$ cat src/rtl/data_path_pipe_if.sv
// -----------------------------------------------------------------------------
// data_path_pipe_if
// Bundles every signal between the operand/flag datapath and its surroundings
// (register file, ALU, sequencer). Clock and reset are kept outside.
//   master : the controlling side (sequencer / register file / ALU models)
//   slave  : the datapath itself
// Signals:
//   Reset_AluRegs           synchronous clear of the operand stage
//   Crnt_Instrn             current instruction word
//   in_valid / in_ready     operand load handshake
//   Use_Imm_B, Use_Imm_WB   operand B / writeback source selects
//   Fwd_En                  result forwarding enable
//   RegPort_A/B             register-file read data
//   Addr_A/B/C              register-file addresses
//   Oprnd_A/B               staged operands
//   opr_valid / opr_ready   staged operand handshake towards the ALU
//   Op_Result, res_valid, res_addr  ALU result and destination
//   RegPort_C               writeback data
//   ALU_*                   live ALU flags
//   Latch_Flags, Flag_Mask  PSW latch control, mask order {Ovf,Carry,Neg,Zro}
//   Psw_Save, Psw_Restore   shadow PSW control
//   *_Flag                  selected flag outputs
// -----------------------------------------------------------------------------
interface data_path_pipe_if #(
   parameter int DATA_W = 16,
   parameter int ADDR_W = 7
);
   logic              Reset_AluRegs;
   logic [31:0]       Crnt_Instrn;
   logic              in_valid;
   logic              in_ready;
   logic              Use_Imm_B;
   logic              Use_Imm_WB;
   logic              Fwd_En;
   logic [DATA_W-1:0] RegPort_A;
   logic [DATA_W-1:0] RegPort_B;
   logic [ADDR_W-1:0] Addr_A;
   logic [ADDR_W-1:0] Addr_B;
   logic [ADDR_W-1:0] Addr_C;
   logic [DATA_W-1:0] Oprnd_A;
   logic [DATA_W-1:0] Oprnd_B;
   logic              opr_valid;
   logic              opr_ready;
   logic [DATA_W-1:0] Op_Result;
   logic              res_valid;
   logic [ADDR_W-1:0] res_addr;
   logic [DATA_W-1:0] RegPort_C;
   logic              ALU_Zro;
   logic              ALU_Neg;
   logic              ALU_Carry;
   logic              ALU_Ovf;
   logic              Latch_Flags;
   logic [3:0]        Flag_Mask;
   logic              Psw_Save;
   logic              Psw_Restore;
   logic              Zro_Flag;
   logic              Neg_Flag;
   logic              Carry_Flag;
   logic              Ovf_Flag;

   modport master (
      output Reset_AluRegs, Crnt_Instrn, in_valid, Use_Imm_B, Use_Imm_WB, Fwd_En,
             RegPort_A, RegPort_B, opr_ready, Op_Result, res_valid, res_addr,
             ALU_Zro, ALU_Neg, ALU_Carry, ALU_Ovf, Latch_Flags, Flag_Mask,
             Psw_Save, Psw_Restore,
      input  in_ready, Addr_A, Addr_B, Addr_C, Oprnd_A, Oprnd_B, opr_valid,
             RegPort_C, Zro_Flag, Neg_Flag, Carry_Flag, Ovf_Flag
   );

   modport slave (
      input  Reset_AluRegs, Crnt_Instrn, in_valid, Use_Imm_B, Use_Imm_WB, Fwd_En,
             RegPort_A, RegPort_B, opr_ready, Op_Result, res_valid, res_addr,
             ALU_Zro, ALU_Neg, ALU_Carry, ALU_Ovf, Latch_Flags, Flag_Mask,
             Psw_Save, Psw_Restore,
      output in_ready, Addr_A, Addr_B, Addr_C, Oprnd_A, Oprnd_B, opr_valid,
             RegPort_C, Zro_Flag, Neg_Flag, Carry_Flag, Ovf_Flag
   );
endinterface

$ cat src/rtl/data_path_pipe.sv
// -----------------------------------------------------------------------------
// data_path_pipe
// Operand/flag datapath between the register file and the ALU.
//   - One valid/ready operand register with single-entry result forwarding.
//   - 4-flag PSW latched under a per-flag mask, plus a one-deep shadow PSW.
//   - Combinational register address, writeback and flag source selection.
// Ports:
//   clk    rising-edge clock for all state
//   reset  asynchronous active-high reset
//   bus    data_path_pipe_if.slave, all datapath signals
// -----------------------------------------------------------------------------
module data_path_pipe #(
   parameter int          DATA_W       = 16,
   parameter int          IMM_W        = 8,
   parameter int          ADDR_W       = 7,
   parameter bit          SIGN_EXT_IMM = 1'b0,
   parameter logic [7:0]  PSW_RD_OP    = 8'h08
) (
   input  logic               clk,
   input  logic               reset,
   data_path_pipe_if.slave    bus
);

   logic [DATA_W-1:0] oprnd_a_q, oprnd_a_d;
   logic [DATA_W-1:0] oprnd_b_q, oprnd_b_d;
   logic              opr_valid_q, opr_valid_d;
   // PSW bit order {Ovf,Carry,Neg,Zro}, matching Flag_Mask
   logic [3:0]        psw_q, psw_d;
   logic [3:0]        shadow_q, shadow_d;

   logic [DATA_W-1:0] imm_ext;
   logic [DATA_W-1:0] wb_imm;
   logic [ADDR_W-1:0] addr_a;
   logic              load;
   logic              fwd_a, fwd_b;
   logic [3:0]        alu_flags;

   // ---------------- immediate extension ----------------
   generate
      if (IMM_W == DATA_W) begin : g_imm_full
         assign imm_ext = bus.Crnt_Instrn[IMM_W-1:0];
      end else if (SIGN_EXT_IMM) begin : g_imm_sext
         assign imm_ext = {{(DATA_W-IMM_W){bus.Crnt_Instrn[IMM_W-1]}},
                           bus.Crnt_Instrn[IMM_W-1:0]};
      end else begin : g_imm_zext
         assign imm_ext = {{(DATA_W-IMM_W){1'b0}}, bus.Crnt_Instrn[IMM_W-1:0]};
      end
   endgenerate

   // Writeback immediate is at most the low 16 instruction bits
   generate
      if (DATA_W > 16) begin : g_wb_wide
         assign wb_imm = {{(DATA_W-16){1'b0}}, bus.Crnt_Instrn[15:0]};
      end else begin : g_wb_narrow
         assign wb_imm = bus.Crnt_Instrn[DATA_W-1:0];
      end
   endgenerate

   // ---------------- addresses / writeback ----------------
   // Class-00 instructions with bit 24 set read A from the low field
   assign addr_a = ((bus.Crnt_Instrn[31:30] == 2'b00) && bus.Crnt_Instrn[24])
                   ? bus.Crnt_Instrn[ADDR_W-1:0]
                   : bus.Crnt_Instrn[8 +: ADDR_W];
   assign bus.Addr_A    = addr_a;
   assign bus.Addr_B    = bus.Crnt_Instrn[ADDR_W-1:0];
   assign bus.Addr_C    = bus.Crnt_Instrn[16 +: ADDR_W];
   assign bus.RegPort_C = bus.Use_Imm_WB ? wb_imm : bus.Op_Result;

   // ---------------- operand stage ----------------
   assign bus.in_ready = !opr_valid_q || bus.opr_ready;
   assign load         = bus.in_valid && bus.in_ready;
   assign fwd_a = bus.Fwd_En && bus.res_valid && (bus.res_addr == addr_a);
   assign fwd_b = bus.Fwd_En && bus.res_valid && (bus.res_addr == bus.Crnt_Instrn[ADDR_W-1:0]);

   always_comb begin
      oprnd_a_d   = oprnd_a_q;
      oprnd_b_d   = oprnd_b_q;
      opr_valid_d = opr_valid_q;
      if (bus.Reset_AluRegs) begin
         oprnd_a_d   = '0;
         oprnd_b_d   = '0;
         opr_valid_d = 1'b0;
      end else if (load) begin
         opr_valid_d = 1'b1;
         oprnd_a_d   = fwd_a ? bus.Op_Result : bus.RegPort_A;
         if (bus.Use_Imm_B)
            oprnd_b_d = imm_ext;
         else
            oprnd_b_d = fwd_b ? bus.Op_Result : bus.RegPort_B;
      end else if (bus.opr_ready) begin
         opr_valid_d = 1'b0;
      end
   end

   // ---------------- PSW / shadow ----------------
   assign alu_flags = {bus.ALU_Ovf, bus.ALU_Carry, bus.ALU_Neg, bus.ALU_Zro};

   always_comb begin
      psw_d    = psw_q;
      shadow_d = shadow_q;
      if (bus.Psw_Restore && bus.Psw_Save) begin
         psw_d    = shadow_q;
         shadow_d = psw_q;
      end else if (bus.Psw_Restore) begin
         psw_d = shadow_q;
      end else begin
         // Save captures the pre-edge PSW while a latch still updates it
         if (bus.Psw_Save)
            shadow_d = psw_q;
         if (bus.Latch_Flags)
            psw_d = (bus.Flag_Mask & alu_flags) | (~bus.Flag_Mask & psw_q);
      end
   end

   always_ff @(posedge clk or posedge reset) begin
      if (reset) begin
         oprnd_a_q   <= '0;
         oprnd_b_q   <= '0;
         opr_valid_q <= 1'b0;
         psw_q       <= '0;
         shadow_q    <= '0;
      end else begin
         oprnd_a_q   <= oprnd_a_d;
         oprnd_b_q   <= oprnd_b_d;
         opr_valid_q <= opr_valid_d;
         psw_q       <= psw_d;
         shadow_q    <= shadow_d;
      end
   end

   assign bus.Oprnd_A   = oprnd_a_q;
   assign bus.Oprnd_B   = oprnd_b_q;
   assign bus.opr_valid = opr_valid_q;

   // ---------------- flag output select ----------------
   assign {bus.Ovf_Flag, bus.Carry_Flag, bus.Neg_Flag, bus.Zro_Flag} =
      (bus.Crnt_Instrn[31:24] == PSW_RD_OP) ? psw_q : alu_flags;

endmodule

$ cat src/flat_wrapper.sv
// flat-port wrapper written by rule: the top's interface ports become plain ports
module data_path_pipe_flat 
#(
   parameter int          DATA_W       = 16,
   parameter int          IMM_W        = 8,
   parameter int          ADDR_W       = 7,
   parameter bit          SIGN_EXT_IMM = 1'b0,
   parameter logic [7:0]  PSW_RD_OP    = 8'h08
)
  (clk, reset, bus_Reset_AluRegs, bus_Crnt_Instrn, bus_in_valid, bus_Use_Imm_B, bus_Use_Imm_WB, bus_Fwd_En, bus_RegPort_A, bus_RegPort_B, bus_opr_ready, bus_Op_Result, bus_res_valid, bus_res_addr, bus_ALU_Zro, bus_ALU_Neg, bus_ALU_Carry, bus_ALU_Ovf, bus_Latch_Flags, bus_Flag_Mask, bus_Psw_Save, bus_Psw_Restore, bus_in_ready, bus_Addr_A, bus_Addr_B, bus_Addr_C, bus_Oprnd_A, bus_Oprnd_B, bus_opr_valid, bus_RegPort_C, bus_Zro_Flag, bus_Neg_Flag, bus_Carry_Flag, bus_Ovf_Flag);
  data_path_pipe_if #(.DATA_W(DATA_W), .ADDR_W(ADDR_W)) bus_i ();
  input  logic clk;
  input  logic reset;
  input wire logic [$bits(bus_i.Reset_AluRegs)-1:0] bus_Reset_AluRegs;
  input wire logic [$bits(bus_i.Crnt_Instrn)-1:0] bus_Crnt_Instrn;
  input wire logic [$bits(bus_i.in_valid)-1:0] bus_in_valid;
  input wire logic [$bits(bus_i.Use_Imm_B)-1:0] bus_Use_Imm_B;
  input wire logic [$bits(bus_i.Use_Imm_WB)-1:0] bus_Use_Imm_WB;
  input wire logic [$bits(bus_i.Fwd_En)-1:0] bus_Fwd_En;
  input wire logic [$bits(bus_i.RegPort_A)-1:0] bus_RegPort_A;
  input wire logic [$bits(bus_i.RegPort_B)-1:0] bus_RegPort_B;
  input wire logic [$bits(bus_i.opr_ready)-1:0] bus_opr_ready;
  input wire logic [$bits(bus_i.Op_Result)-1:0] bus_Op_Result;
  input wire logic [$bits(bus_i.res_valid)-1:0] bus_res_valid;
  input wire logic [$bits(bus_i.res_addr)-1:0] bus_res_addr;
  input wire logic [$bits(bus_i.ALU_Zro)-1:0] bus_ALU_Zro;
  input wire logic [$bits(bus_i.ALU_Neg)-1:0] bus_ALU_Neg;
  input wire logic [$bits(bus_i.ALU_Carry)-1:0] bus_ALU_Carry;
  input wire logic [$bits(bus_i.ALU_Ovf)-1:0] bus_ALU_Ovf;
  input wire logic [$bits(bus_i.Latch_Flags)-1:0] bus_Latch_Flags;
  input wire logic [$bits(bus_i.Flag_Mask)-1:0] bus_Flag_Mask;
  input wire logic [$bits(bus_i.Psw_Save)-1:0] bus_Psw_Save;
  input wire logic [$bits(bus_i.Psw_Restore)-1:0] bus_Psw_Restore;
  output wire logic [$bits(bus_i.in_ready)-1:0] bus_in_ready;
  output wire logic [$bits(bus_i.Addr_A)-1:0] bus_Addr_A;
  output wire logic [$bits(bus_i.Addr_B)-1:0] bus_Addr_B;
  output wire logic [$bits(bus_i.Addr_C)-1:0] bus_Addr_C;
  output wire logic [$bits(bus_i.Oprnd_A)-1:0] bus_Oprnd_A;
  output wire logic [$bits(bus_i.Oprnd_B)-1:0] bus_Oprnd_B;
  output wire logic [$bits(bus_i.opr_valid)-1:0] bus_opr_valid;
  output wire logic [$bits(bus_i.RegPort_C)-1:0] bus_RegPort_C;
  output wire logic [$bits(bus_i.Zro_Flag)-1:0] bus_Zro_Flag;
  output wire logic [$bits(bus_i.Neg_Flag)-1:0] bus_Neg_Flag;
  output wire logic [$bits(bus_i.Carry_Flag)-1:0] bus_Carry_Flag;
  output wire logic [$bits(bus_i.Ovf_Flag)-1:0] bus_Ovf_Flag;
  assign bus_i.Reset_AluRegs = bus_Reset_AluRegs;
  assign bus_i.Crnt_Instrn = bus_Crnt_Instrn;
  assign bus_i.in_valid = bus_in_valid;
  assign bus_i.Use_Imm_B = bus_Use_Imm_B;
  assign bus_i.Use_Imm_WB = bus_Use_Imm_WB;
  assign bus_i.Fwd_En = bus_Fwd_En;
  assign bus_i.RegPort_A = bus_RegPort_A;
  assign bus_i.RegPort_B = bus_RegPort_B;
  assign bus_i.opr_ready = bus_opr_ready;
  assign bus_i.Op_Result = bus_Op_Result;
  assign bus_i.res_valid = bus_res_valid;
  assign bus_i.res_addr = bus_res_addr;
  assign bus_i.ALU_Zro = bus_ALU_Zro;
  assign bus_i.ALU_Neg = bus_ALU_Neg;
  assign bus_i.ALU_Carry = bus_ALU_Carry;
  assign bus_i.ALU_Ovf = bus_ALU_Ovf;
  assign bus_i.Latch_Flags = bus_Latch_Flags;
  assign bus_i.Flag_Mask = bus_Flag_Mask;
  assign bus_i.Psw_Save = bus_Psw_Save;
  assign bus_i.Psw_Restore = bus_Psw_Restore;
  assign bus_in_ready = bus_i.in_ready;
  assign bus_Addr_A = bus_i.Addr_A;
  assign bus_Addr_B = bus_i.Addr_B;
  assign bus_Addr_C = bus_i.Addr_C;
  assign bus_Oprnd_A = bus_i.Oprnd_A;
  assign bus_Oprnd_B = bus_i.Oprnd_B;
  assign bus_opr_valid = bus_i.opr_valid;
  assign bus_RegPort_C = bus_i.RegPort_C;
  assign bus_Zro_Flag = bus_i.Zro_Flag;
  assign bus_Neg_Flag = bus_i.Neg_Flag;
  assign bus_Carry_Flag = bus_i.Carry_Flag;
  assign bus_Ovf_Flag = bus_i.Ovf_Flag;
  data_path_pipe #(.DATA_W(DATA_W), .IMM_W(IMM_W), .ADDR_W(ADDR_W), .SIGN_EXT_IMM(SIGN_EXT_IMM), .PSW_RD_OP(PSW_RD_OP)) u_core (.clk(clk), .reset(reset), .bus(bus_i));
endmodule
$ cat config.mk
export PLATFORM = sky130hd
export DESIGN_NAME = data_path_pipe_flat
export DESIGN_NICKNAME = d
export VERILOG_FILES = /design/src/rtl/data_path_pipe_if.sv /design/src/rtl/data_path_pipe.sv /design/src/flat_wrapper.sv
export SDC_FILE = /design/constraint.sdc
export NUM_CORES = 1
export LEC_CHECK = 0
export ABC_AREA = 1
export BUFFER_PORTS_ARGS = -buffer_cell sky130_fd_sc_hd__buf_2
export CORE_ASPECT_RATIO = 0.9
export CORE_UTILIZATION = 47
export DETAILED_ROUTE_END_ITERATION = 12
export GPL_ROUTABILITY_DRIVEN = 0
export PLACE_DENSITY_LB_ADDON = 0.05
export SLEW_MARGIN = 10
export SYNTH_ARGS = -nofsm -noshare
export SYNTH_HDL_FRONTEND = slang
export SYNTH_SLANG_ARGS = --single-unit
$ cat constraint.sdc
create_clock -name clk -period 2.61 [get_ports clk]
set_input_delay 0.261 -clock clk [delete_from_list [all_inputs] [get_ports clk]]
set_output_delay 0.261 -clock clk [all_outputs]
set_load 0.02 [all_outputs]
; After elaboration in Yosys (flattened, before gate mapping)
; Index checks and enable logic that the tools add are counted.
[totals]
output_inout_bits = 75
regBits = 41
inputBits = 107
memories = 0
latch_bits = 0
word_cells = 46
ram_bits = 0
rom_bits = 0
[classes]
add_sub_neg = 0
n_mux = 19
n_eq_ne = 4
shift = 0
reduce_logical = 14
div = 0
n_lt_le_gt_ge = 0
n_bitwise = 4
mul = 0
[op_table]
columns = op, count
row1 = 2-to-1 mux 16 bit, 8
row2 = 2-to-1 mux 4 bit, 7
row3 = == test 7 bit, 2
row4 = bitwise AND 4 bit, 2
row5 = "== test 8 x 4 -> 1 bit, second input constant", 1
row6 = 2-to-1 mux 7 bit, 1
row7 = logical AND 1 bit, 6
row8 = nonzero test 3 bit, 2
row9 = inverter 4 bit, 1
row10 = OR 4 bit, 1
row11 = nonzero test 2 bit, 2
row12 = 2-to-1 mux 1 bit, 3
row13 = logical NOT 2 bit, 1
row14 = "inequality test 2 x 1 -> 1 bit, second input constant", 1
row15 = AND reduction 2 bit, 1
row16 = logical NOT 1 bit, 1
row17 = logical OR 1 bit, 1

; Logic depth before layout (Yosys ltp)
; Gate-level depths: netlist (run 1).
[logic_depth]
ltp_word = 8
depth_mapped = 14

; Least setup slack after synthesis (run 1)
; Ideal clock, no wire load.
[synth_timing]
kind = register to register
from = register u_core.opr_valid_q, in the netlist u_core.bus.opr_valid
to = register u_core.oprnd_b_q[8], in the netlist u_core.bus.Oprnd_B[8]
period_less_slack_ns = 1.725
path_stages_with_launch = 7
setup_ns = 0.083
slack_ns = 0.885
arrival_ns = 1.643
n_path_buf = 1
path_cell_list = dfrtp_1 nand2_1 nand2_1 nor3_1 clkbuf_1 o21ai_0 o21ai_0
[synth_via]
elab_chain_len = 4
[synth_rtl]
columns = element, line_no
row1 = start: declaration, data_path_pipe.sv:26  ; logic opr_valid_q, opr_valid_d;
row2 = start signal: assignment, data_path_pipe.sv:125  ; opr_valid_q <= opr_valid_d;
row3 = logical NOT 1 bit, data_path_pipe.sv:70  ; assign bus.in_ready = !opr_valid_q || bus.opr_ready;
row4 = logical OR 1 bit, data_path_pipe.sv:70
row5 = named net bus_in_ready, flat_wrapper.sv:34  ; output wire logic [$bits(bus_i.in_ready)-1:0] bus_in_ready;
row6 = logical AND 1 bit, data_path_pipe.sv:71  ; assign load = bus.in_valid && bus.in_ready;
row7 = nonzero test 2 bit (no line), -
row8 = end signal: assignment, data_path_pipe.sv:124  ; oprnd_b_q <= oprnd_b_d;
row9 = end: declaration, data_path_pipe.sv:25  ; logic [DATA_W-1:0] oprnd_b_q, oprnd_b_d;
; The timed path passes the listed nets, and every way through them passes these cells.
; A chain may end at the register's enable or synchronous reset.

; Worst setup path after layout (run 1)
[layout_timing]
from = input bus_Crnt_Instrn[31]
to = output bus_Neg_Flag
[layout_via]
elab_chain_len = 2
[layout_rtl]
columns = element, line_no
row1 = start: declaration, flat_wrapper.sv:15  ; input wire logic [$bits(bus_i.Crnt_Instrn)-1:0] bus_Crnt_Instrn;
row2 = == test 8 x 4 -> 1 bit, data_path_pipe.sv:137  ; (bus.Crnt_Instrn[31:24] == PSW_RD_OP) ? psw_q : alu_flags;
row3 = 2-to-1 mux 4 bit, data_path_pipe.sv:137
row4 = end: declaration, flat_wrapper.sv:43  ; output wire logic [$bits(bus_i.Neg_Flag)-1:0] bus_Neg_Flag;
; No other way between the ends.

==> impl_metrics.csv, run 1 <==
group,metric,value,unit
status,outcome,"finished, final reports clean",
power,finalPower,1.654,mW
worst_setup_path,start_kind,"input port",
yosys,synth_fp_nets,561,
die,die_x,86.35,microns
drt,ant_nets,0,
die,core,6148,sq um
drt,wl_per_cell,13.07,microns
timing,fin_skew,0.009559,ns
timing,layout_setup_ws,0.7713,ns
die,fp.dieArea,6727,sq um
place,post-place-ws,0.5023,ns
worst_setup_path,end_kind,"output port",
cts,clk_latency,0.30,ns
timing,hold_violations,0,
yosys,postSynthCellCount,454,
drt,drc,0,
cts,cts_hold_buf,0,
timing,worstMarginPinSlew,0.8838,ns
power,p_sw,0.5809,mW
yosys,yosysUniqueCellTypes,30,
die,start_util,48.94,%
cts,root_buffer,"clkbuf_8",
final_layout,layout-drive-gt1-share,33.17,%
worst_setup_path,cp.arrival,1.58,ns
global_route,grt_overflow,0,
yosys,netlist_area,3009,sq um
worst_setup_path,worstPathRequired,2.35,ns
yosys,ys_seq_area_share,34.10,%
worst_setup_path,worst-setup-path-type,"in2out",
place,numPortBuffers,166,
global_route,grt_max_degree,42,
die,io-pin-count,182,
power,p_int,1.073,mW
power,p_comb_share,29.8,%
yosys,syn_area_per_cell,6.628,sq um
global_route,track_usage,27.70,%
place,dp_hpwl,6.930,mm
power,power_frac_seq,42.8,%
drt,drt_iter0_drc,203,
yosys,ys_seq_elements,41,
global_route,grt_antenna_before_repair,0,
cts,cts_made_buffers,5,
final_layout,diodes,0,
drt,routed_via_density,5.006,
cts,h-tree-depth,2,
yosys,yosys_warnings,0,
die,rows,27,
final_layout,fin_nets,706,
run,drv_cap,0,
timing,slew_viol_final,0,
drt,wl,8.978,mm
worst_hold_path,min_path_type,"in2async",
worst_setup_path,worstPathMaxFanout,13,
timing,fmax,543.9,MHz
power,powerDensity,427.2,nW/um^2
cts,cts.sinks,41,
power,ir_drop,0.2340,mV
global_route,grt_pass1_vias,3076,
place,dp.cells,679,
timing,maxSlewHeadroom,41.00,%
drt,dr.pass1.iters,5,
power,p_leak,2.342,nW
cts,clockBufferDepth,2,
global_route,grt_first_pass_wirelength,14.48,mm
power,clock_power_share,27.3,%
cts,cts_tree,"built",
final_layout,utilization,62.96,%
cts,clk_pin_slew,0.09,ns
timing,setup_viol,0,
cts,cts_resized,0,
timing,fin_crit_sh,70.45,%
final_layout,syn2layout_area_growth,28.65,%
die,fp.dieH,77.91,microns
timing,min_period,1.839,ns
final_layout,instances_no_fill,687,
timing,tns,0,ns
timing,rsz0062_at_grt,"no",
drt,vias,3439,
cts,cts_setup_buffers,0,
final_layout,final_cell_mix,"166 x buf_2, 136 x nand2_1, 69 x inv_1, 57 x nand3_1, 41 x dfrtp_1",
final_layout,final_common_cell,"buf_2",
power,swShare,35.13,%
## synthesized netlist by cell type (all sizes together)
library cell / number / area [sq um]
inv: 70 / 262.8
nor4: 2 / 12.51
nand4: 1 / 6.260
buf: 24 / 186.4
o211ai: 7 / 52.55
clkbuf: 9 / 33.78
nor2: 20 / 117.6
nand2: 143 / 559.3
o21ai: 43 / 215.2
dfrtp: 41 / 1026
or2: 1 / 6.260
nor4b: 1 / 8.760
xnor2: 1 / 8.760
clkinv: 1 / 3.750
xor2: 3 / 26.28
nor3: 11 / 55.05
nand3: 62 / 335.3
a31oi: 4 / 25.02
a32o: 3 / 30.03
nand3b: 1 / 7.510
a21oi: 6 / 30.03
## area by class of cell
cell class                 instances  area, sq um
fill                             647         2277
multi-input combinational        309         1505
sequential                        41         1026
timing repair buffer             171        868.3
inverter                          71        266.5
tap                               87        108.9
clock buffer                       6        82.58
clock inverter                     2        13.76
## state kept, by name, summed over array words and instances (netlist names), named ones only
register	cells
u_core.bus.Oprnd_B	16
u_core.bus.Oprnd_A	16
u_core.shadow_q	4
u_core.bus.opr_valid	1
## metal layers
metal | vias to the layer above | GRT usage (%) | wire (microns)
li1 | 1727 | - | -
met1 | 1561 | 36.25 | 3938
met2 | 141 | 47.46 | 4326
met3 | 10 | 4.681 | 625
met4 | 0 | 6.667 | 87
met5 | - | 0 | 0
## power by group through the flow
stage	combinational, mW	clock [mW]	sequential [mW]
6_report	0.493	0.452	0.708
3_3_place_gp	0.489	0	0.718
4_1_cts	0.496	0.457	0.708
2_1_floorplan	0.278	0	0.756
3_5_place_dp	0.494	0	0.721
5_1_grt	0.546	0.485	0.715
## kinds of logic (layout without fill, tap and decap cells)
group | Yosys count | in the layout | synth area share [%]
DFF | 41 | 41 | 34.10
xor gates and xnor gates | 4 | 4 | 1.164
AOI/OAI and AO/OA | 63 | 63 | 11.73
buffers and inverters | 104 | 250 | 16.17
and+or+nand+nor | 242 | 242 | 36.84
## critical path, cell delays in order
cell	delay, ns
buf_2	0.11
nor2_4	0.31
nand3_1	0.39
o21ai_0	0.30
buf_2	0.20
## stage by stage
stage	instance area [sq um]	hold WS, ns
detailed placement	3775	0.4615
global route	3871	0.1665
floorplan	3009	0.3241
global placement	3775	0.4570
finish	3871	0.1293
CTS	3871	0.1678
## worst paths after layout
| check | from | to | slack, ns | cells after the start |
|---|---|---|---|---|
| hold / removal | reset | u_core.bus.Oprnd_A[6] | 0.13 | 2 |
| max in group asynchronous | reset | u_core.bus.Oprnd_A[13] | 1.90 | 2 |
| setup reg to reg | u_core.bus.opr_valid | u_core.bus.Oprnd_B[2] | 1.10 | 8 |
| hold reg to reg | u_core.bus.Oprnd_A[13] | u_core.bus.Oprnd_A[13] | 0.47 | 2 |
| setup / recovery | bus_Crnt_Instrn[31] | bus_Neg_Flag | 0.77 | 5 |
| min in group clk | bus_Reset_AluRegs | u_core.bus.opr_valid | 0.18 | 2 |
(Power assumes the default switching activity.)
==> inputs of run 2 (changes only) <==
Settings changed: ABC_AREA 1 to 0, CORE_UTILIZATION 47 to 38.
Clock period 2.61 ns to 1.6 ns, I/O delays scaled along.
==> run 2 against run 1 <==
The flow now finishes with violations (negative hold slack, negative setup slack). Worst hold slack worse by 0.14 ns. Clock-buffer cell count stayed put. Total power is 61% higher. First-iteration DRC count is 28% lower. Register-to-register slack worse by 0.96 ns. Clock skew is 0.0049 ns lower. Non-clock buffer count is 29 higher. Routed wire length is 5.4% lower. Combinational power is 69% higher. Setup slack worse by 0.94 ns. Largest power group unchanged.
==> impl_metrics.csv, run 2 <==
group,metric,value,unit
yosys,yosys_warnings,0,
yosys,synth_ff_type,"dfrtp_1",
worst_setup_path,end_kind,"register",
place,dp.cells,529,
cts,h-tree-depth,2,
timing,layout_setup_ws,-0.1708,ns
worst_setup_path,regToRegSetupSlack,0.14,ns
power,p_leak,2.073,nW
timing,setup_viol,16,
yosys,yosysMostFrequentCell,"nand2_1",
yosys,ys_async_sr_fraction,100.0,%
cts,cts_hold_buf,0,
timing,rsz0062_at_grt,"yes",
final_layout,diodes,0,
drt,vias,2703,
cts,cts_setup_buffers,0,
timing,worstMarginPinSlew,0.5339,ns
worst_setup_path,cp.arrival,1.94,ns
final_layout,fin_area,3869,sq um
timing,maxSlewHeadroom,64.41,%
drt,drc,0,
drt,wl,8.497,mm
die,rows,28,
timing,fin_crit_sh,110.7,%
global_route,track_usage,23.83,%
worst_setup_path,r2r_end,"u_core.bus.Oprnd_B[6]",
yosys,postSynthCellCount,265,
die,start_util,39.68,%
cts,cts.sinks,41,
place,numPortBuffers,166,
worst_setup_path,start_kind,"input port",
timing,slew_viol_final,0,
yosys,yosysUniqueCellTypes,40,
timing,timing.hold.ws,-0.008598,ns
yosys,synth_edf_count,0,
power,powerDensity,690.2,nW/um^2
die,io-pin-count,182,
drt,wl_per_cell,15.82,microns
timing,hold_violations,22,
final_layout,syn2layout_area_growth,47.24,%
cts,clockBufferDepth,2,
status,violations,"negative hold slack, negative setup slack",
die,die_x,89.65,microns
yosys,ys_seq_elements,41,
worst_setup_path,reg2reg_from,"u_core.bus.opr_valid",
die,fp.dieArea,7251,sq um
yosys,synth_top_area_cell,"dfrtp_1",
drt,drt_iter0_drc,146,
cts,clk_pin_slew,0.07,ns
worst_setup_path,worst-setup-path-type,"in2reg",
cts,cts_tree,"built",
yosys,netlist.area_leader.share,39.05,%
yosys,synth.top_cells.by_area,"dfrtp_1 39%, mux2i_1 14%, mux2_2 9.4%",
worst_setup_path,worstPathMaxFanout,16,
status,outcome,"finished with violations",
global_route,grt_pass1_vias,2464,
yosys,synth_fp_nets,372,
cts,root_buffer,"clkbuf_8",
drt,ant_nets,0,
timing,fmax,564.7,MHz
final_layout,fin_nets,553,
global_route,grt_overflow,0,
timing,fin_skew,0.004674,ns
die,fp.dieH,80.89,microns
worst_setup_path,r2r_cells,6,
cts,clk_latency,0.29,ns
yosys,netlist_area,2628,sq um
die,core,6621,sq um
final_layout,layout-drive-gt1-share,55.48,%
global_route,grt_first_pass_wirelength,12.82,mm
timing,min_period,1.771,ns
worst_setup_path,worstPathRequired,1.77,ns
place,dpl_cell_area,3762,sq um
global_route,grt_max_degree,42,
yosys,synth_commonest_cells,"46 x nand2_1, 41 x dfrtp_1, 36 x mux2i_1",
drt,routed_via_density,5.034,
worst_hold_path,min_path_type,"in2async",
final_layout,final_cell_mix,"164 x buf_2, 45 x nand2_1, 41 x dfrtp_1, 36 x mux2i_1, 33 x o21ai_1",
cts,cts_resized,5,
drt,dr.pass1.iters,4,
run,drv_cap,0,
yosys,syn_area_per_cell,9.915,sq um
power,ir_drop,0.5147,mV
place,post-place-ws,-0.5103,ns
final_layout,instances_no_fill,537,
final_layout,final_common_cell,"buf_2",
cts,cts_made_buffers,5,
yosys,ys_seq_area_share,39.05,%
place,dp_hpwl,6.760,mm
global_route,grt_antenna_before_repair,0,
[run 2: cell count changes after synthesis, moves of 6 or more]
cell      previous run  this run
a22oi_1              0         8
inv_1               70         7
mux2_2               0        22
mux2i_1              0        36
nand2_1            136        46
nand2_2              6         0
nand3_1             57         0
nor2_1              16         2
nor3_1              11         0
o211ai_1             7         0
o21ai_0             39         4
o21ai_1              4        33
[run 2: cell families (layout without fill, tap and decap cells)]
group	count (synthesis)	in the layout	synth area share, %
AND/OR/NAND/NOR	59	59	10.33
flip-flops	41	41	39.05
AO/OA/AOI/OAI	60	60	14.81
XOR/XNOR	8	8	2.667
multiplexers	63	63	25.43
buffers and inverters	34	216	7.714
[run 2: how the worst max path moves through the flow]
| stage | slack [ns] | start | cells past startpoint | to |
|---|---|---|---|---|
| floorplan | -0.52 | bus_Crnt_Instrn[31] | 7 | u_core.bus.Oprnd_A[0] |
| global route | -0.26 | bus_Crnt_Instrn[31] | 8 | u_core.bus.Oprnd_A[7] |
| global placement | -0.44 | bus_Crnt_Instrn[31] | 8 | u_core.bus.Oprnd_A[14] |
| finish | -0.17 | bus_Crnt_Instrn[31] | 8 | u_core.bus.Oprnd_A[10] |
| detailed placement | -0.51 | bus_Crnt_Instrn[31] | 8 | u_core.bus.Oprnd_A[15] |
| CTS | -0.16 | bus_Crnt_Instrn[31] | 8 | u_core.bus.Oprnd_A[10] |
[run 2: report_power, final]
part / leakage (nW) / switching [mW] / internal (mW)
combinational: 1.48 / 0.465 / 0.370
sequential: 0.545 / 0.0507 / 1.13
clock: 0.0450 / 0.352 / 0.303
[run 2: area by class of cell]
class                      instances  area, sq um
fill                             608         2753
multi-input combinational        190         1464
timing repair buffer             200         1140
sequential                        41         1026
tap                               90        112.6
clock buffer                       6        72.57
inverter                           8        43.79
clock inverter                     2        10.01
[run 2: metrics by stage]
step                      power [mW]  hold slack [ns]  TNS (ns)  util (%)
after global placement         2.022           0.3201    -8.434     56.82
after floorplan                1.668           0.2231    -7.308         -
after global routing           2.829          0.03994    -3.629     58.43
after CTS                      2.704         0.006687    -2.231     58.35
final                          2.670        -0.008598    -2.273     58.43
after detailed placement       2.035           0.3201    -9.905     56.82
[run 2: critical path, cell delays in order]
cell	delay [ns]
buf_8	0.10
or3b_4	0.45
mux2_4	0.34
o2bb2ai_4	0.13
a2111oi_4	0.24
buf_12	0.22
mux2i_1	0.21
o21ai_1	0.09
[run 2: metal layers]
metal	global-route usage [%]	part of all wire, %	vias to the layer above
met5	0	0	-
met4	5.238	0.82	0
met3	4.370	8.0	9
met2	39.47	49	123
met1	32.30	43	1279
li1	-	-	1292
==> inputs of run 3 (changes only) <==
Settings changed: CORE_UTILIZATION 38 to 45.
Clock period 1.6 ns to 2.1 ns, I/O delays scaled along.
==> run 3 against run 2 <==
The flow now finishes without violations. Die area down 15%. Flip-flop and latch count unchanged. Setup slack better by 0.39 ns. Final cell count down 7.3%. Routed wire length down 8.6%. Non-clock buffer count down 18. Utilization up 5.6 points. Critical path depth unchanged. Cell area down 6.3%. Sequential power down 24%.
==> impl_metrics.csv, run 3 (synthesized netlist as in run 2, its figures left out) <==
group,metric,value,unit
cts,cts_resized,0,
timing,setup_viol,0,
die,rows,26,
timing,fmax,533.1,MHz
worst_setup_path,worstPathRequired,2.28,ns
die,die_x,82.55,microns
power,powerDensity,554.2,nW/um^2
place,dp_hpwl,6.245,mm
timing,tns,0,ns
final_layout,syn2layout_area_growth,37.95,%
final_layout,diodes,0,
final_layout,final_cell_mix,"166 x buf_2, 46 x nand2_1, 41 x dfrtp_1, 36 x mux2i_1, 33 x o21ai_1",
final_layout,instances_no_fill,498,
place,dp.cells,490,
drt,wl_per_cell,15.60,microns
power,swShare,31.61,%
die,fp.dieArea,6149,sq um
drt,wl_met2,3.724,mm
final_layout,seq_area,1026,sq um
power,p_sw,0.6351,mW
worst_setup_path,worst-setup-path-type,"in2reg",
die,io-pin-count,182,
power,p_comb_share,29.3,%
global_route,grt_overflow,0,
drt,routed_via_density,5.118,
timing,hold_violations,0,
worst_setup_path,path_cells,"buf_2 -> or3b_4 -> mux2_4 -> o2bb2ai_4 -> a2111oi_4 -> buf_4 -> mux2i_1 -> o21ai_1",
drt,drc,0,
final_layout,utilization,64.04,%
global_route,track_usage,25.46,%
timing,fin_skew,0.001184,ns
worst_setup_path,worstPathMaxFanout,10,
cts,clk_pin_slew,0.07,ns
timing,min_period,1.876,ns
timing,maxSlewHeadroom,55.16,%
final_layout,layout-drive-gt1-share,52.34,%
global_route,grt_antenna_before_repair,0,
final_layout,multi_input_comb_area,1428,sq um
worst_setup_path,end_kind,"register",
global_route,grt_max_degree,21,
drt,vias,2549,
drt,met1_length,3.294,mm
drt,ant_nets,0,
power,clock_power_share,25.9,%
status,outcome,"finished, final reports clean",
cts,cts_made_buffers,5,
worst_setup_path,cpPeakStageDelay,0.45,ns
timing,rsz0062_at_grt,"no",
worst_hold_path,min_path_type,"in2reg",
power,p_int,1.374,mW
die,fp.dieH,74.49,microns
drt,wl_met3,653,microns
worst_setup_path,slowest_stage,"or3b_4",
drt,top_layer,"met4",
cts,h-tree-depth,2,
final_layout,final_common_cell,"buf_2",
die,start_util,46.42,%
cts,cts_tree,"built",
power,p_leak,1.960,nW
global_route,grt_pass1_vias,2285,
global_route,grt_first_pass_wirelength,11.34,mm
worst_setup_path,cp.arrival,2.05,ns
final_layout,fin_nets,535,
run,drv_cap,0,
power,power_frac_seq,44.9,%
timing,timing.hold.ws,0.1188,ns
drt,drt_iter0_drc,46,
drt,dr.pass1.iters,4,
cts,clk_latency,0.29,ns
place,numPortBuffers,166,
power,ir_drop,0.2931,mV
cts,cts_setup_buffers,0,
cts,cts.sinks,41,
worst_setup_path,start_kind,"input port",
worst_setup_path,crit_family,"multiplexers",
cts,root_buffer,"clkbuf_8",
drt,wl,7.768,mm
cts,clockBufferDepth,2,
timing,fin_crit_sh,89.33,%
timing,worstMarginPinSlew,0.6701,ns
timing,slew_viol_final,0,
worst_setup_path,crit_buf_inv,2,
die,core,5660,sq um
final_layout,nFillCells,518,
-- run 3: per-layer routing --
| layer | vias up | global-route usage [%] |
|---|---|---|
| met3 | 9 | 6.871 |
| met5 | - | 0 |
| met4 | 0 | 5.939 |
| li1 | 1253 | - |
| met1 | 1182 | 32.39 |
| met2 | 105 | 43.25 |
-- run 3: final timing paths --
path | endpoint | start | depth (start not counted) | slack [ns]
worst min register to register | u_core.bus.Oprnd_A[10] | u_core.bus.Oprnd_A[10] | 2 | 0.48
min in group asynchronous | u_core.bus.Oprnd_A[10] | reset | 3 | 0.44
worst min-delay path | u_core.bus.opr_valid | bus_Reset_AluRegs | 2 | 0.12
worst max register to register | u_core.bus.Oprnd_B[2] | u_core.bus.opr_valid | 6 | 0.40
worst max-delay path | u_core.bus.Oprnd_A[0] | bus_Crnt_Instrn[31] | 8 | 0.22
max in group asynchronous | u_core.bus.Oprnd_A[14] | reset | 4 | 1.12
-- run 3: power by group through the flow --
stage | Sequential [mW] | Combinational, mW | Clock, mW
after floorplan | 0.955 | 0.309 | 0
after global placement | 0.913 | 0.580 | 0
after detailed placement | 0.916 | 0.591 | 0
after CTS | 0.902 | 0.592 | 0.535
after global routing | 0.913 | 0.642 | 0.568
final | 0.902 | 0.588 | 0.519
-- run 3: layout make-up --
class                      count  share of cell area, %
multi-input combinational    190                  39.39
sequential                    41                  28.31
clock buffer                   7                  2.382
tap                           70                  2.416
timing repair buffer         182                  26.30
inverter                       8                  1.208
-- run 3: metrics by stage --
stage / area, sq um / setup WS [ns] / total power [mW]
6_report: 3625 / 0.2241 / 2.009
2_1_floorplan: 2653 / -0.07290 / 1.264
3_5_place_dp: 3528 / -0.07876 / 1.506
3_3_place_gp: 3528 / -0.04685 / 1.494
5_1_grt: 3625 / 0.05519 / 2.123
4_1_cts: 3625 / 0.2208 / 2.029
-- run 3: timing repair --
action / CTS / global route
endpoints found under the hold margin: 17 / 0
hold buffers: 1 / 0
setup endpoints to repair: 0 / 0
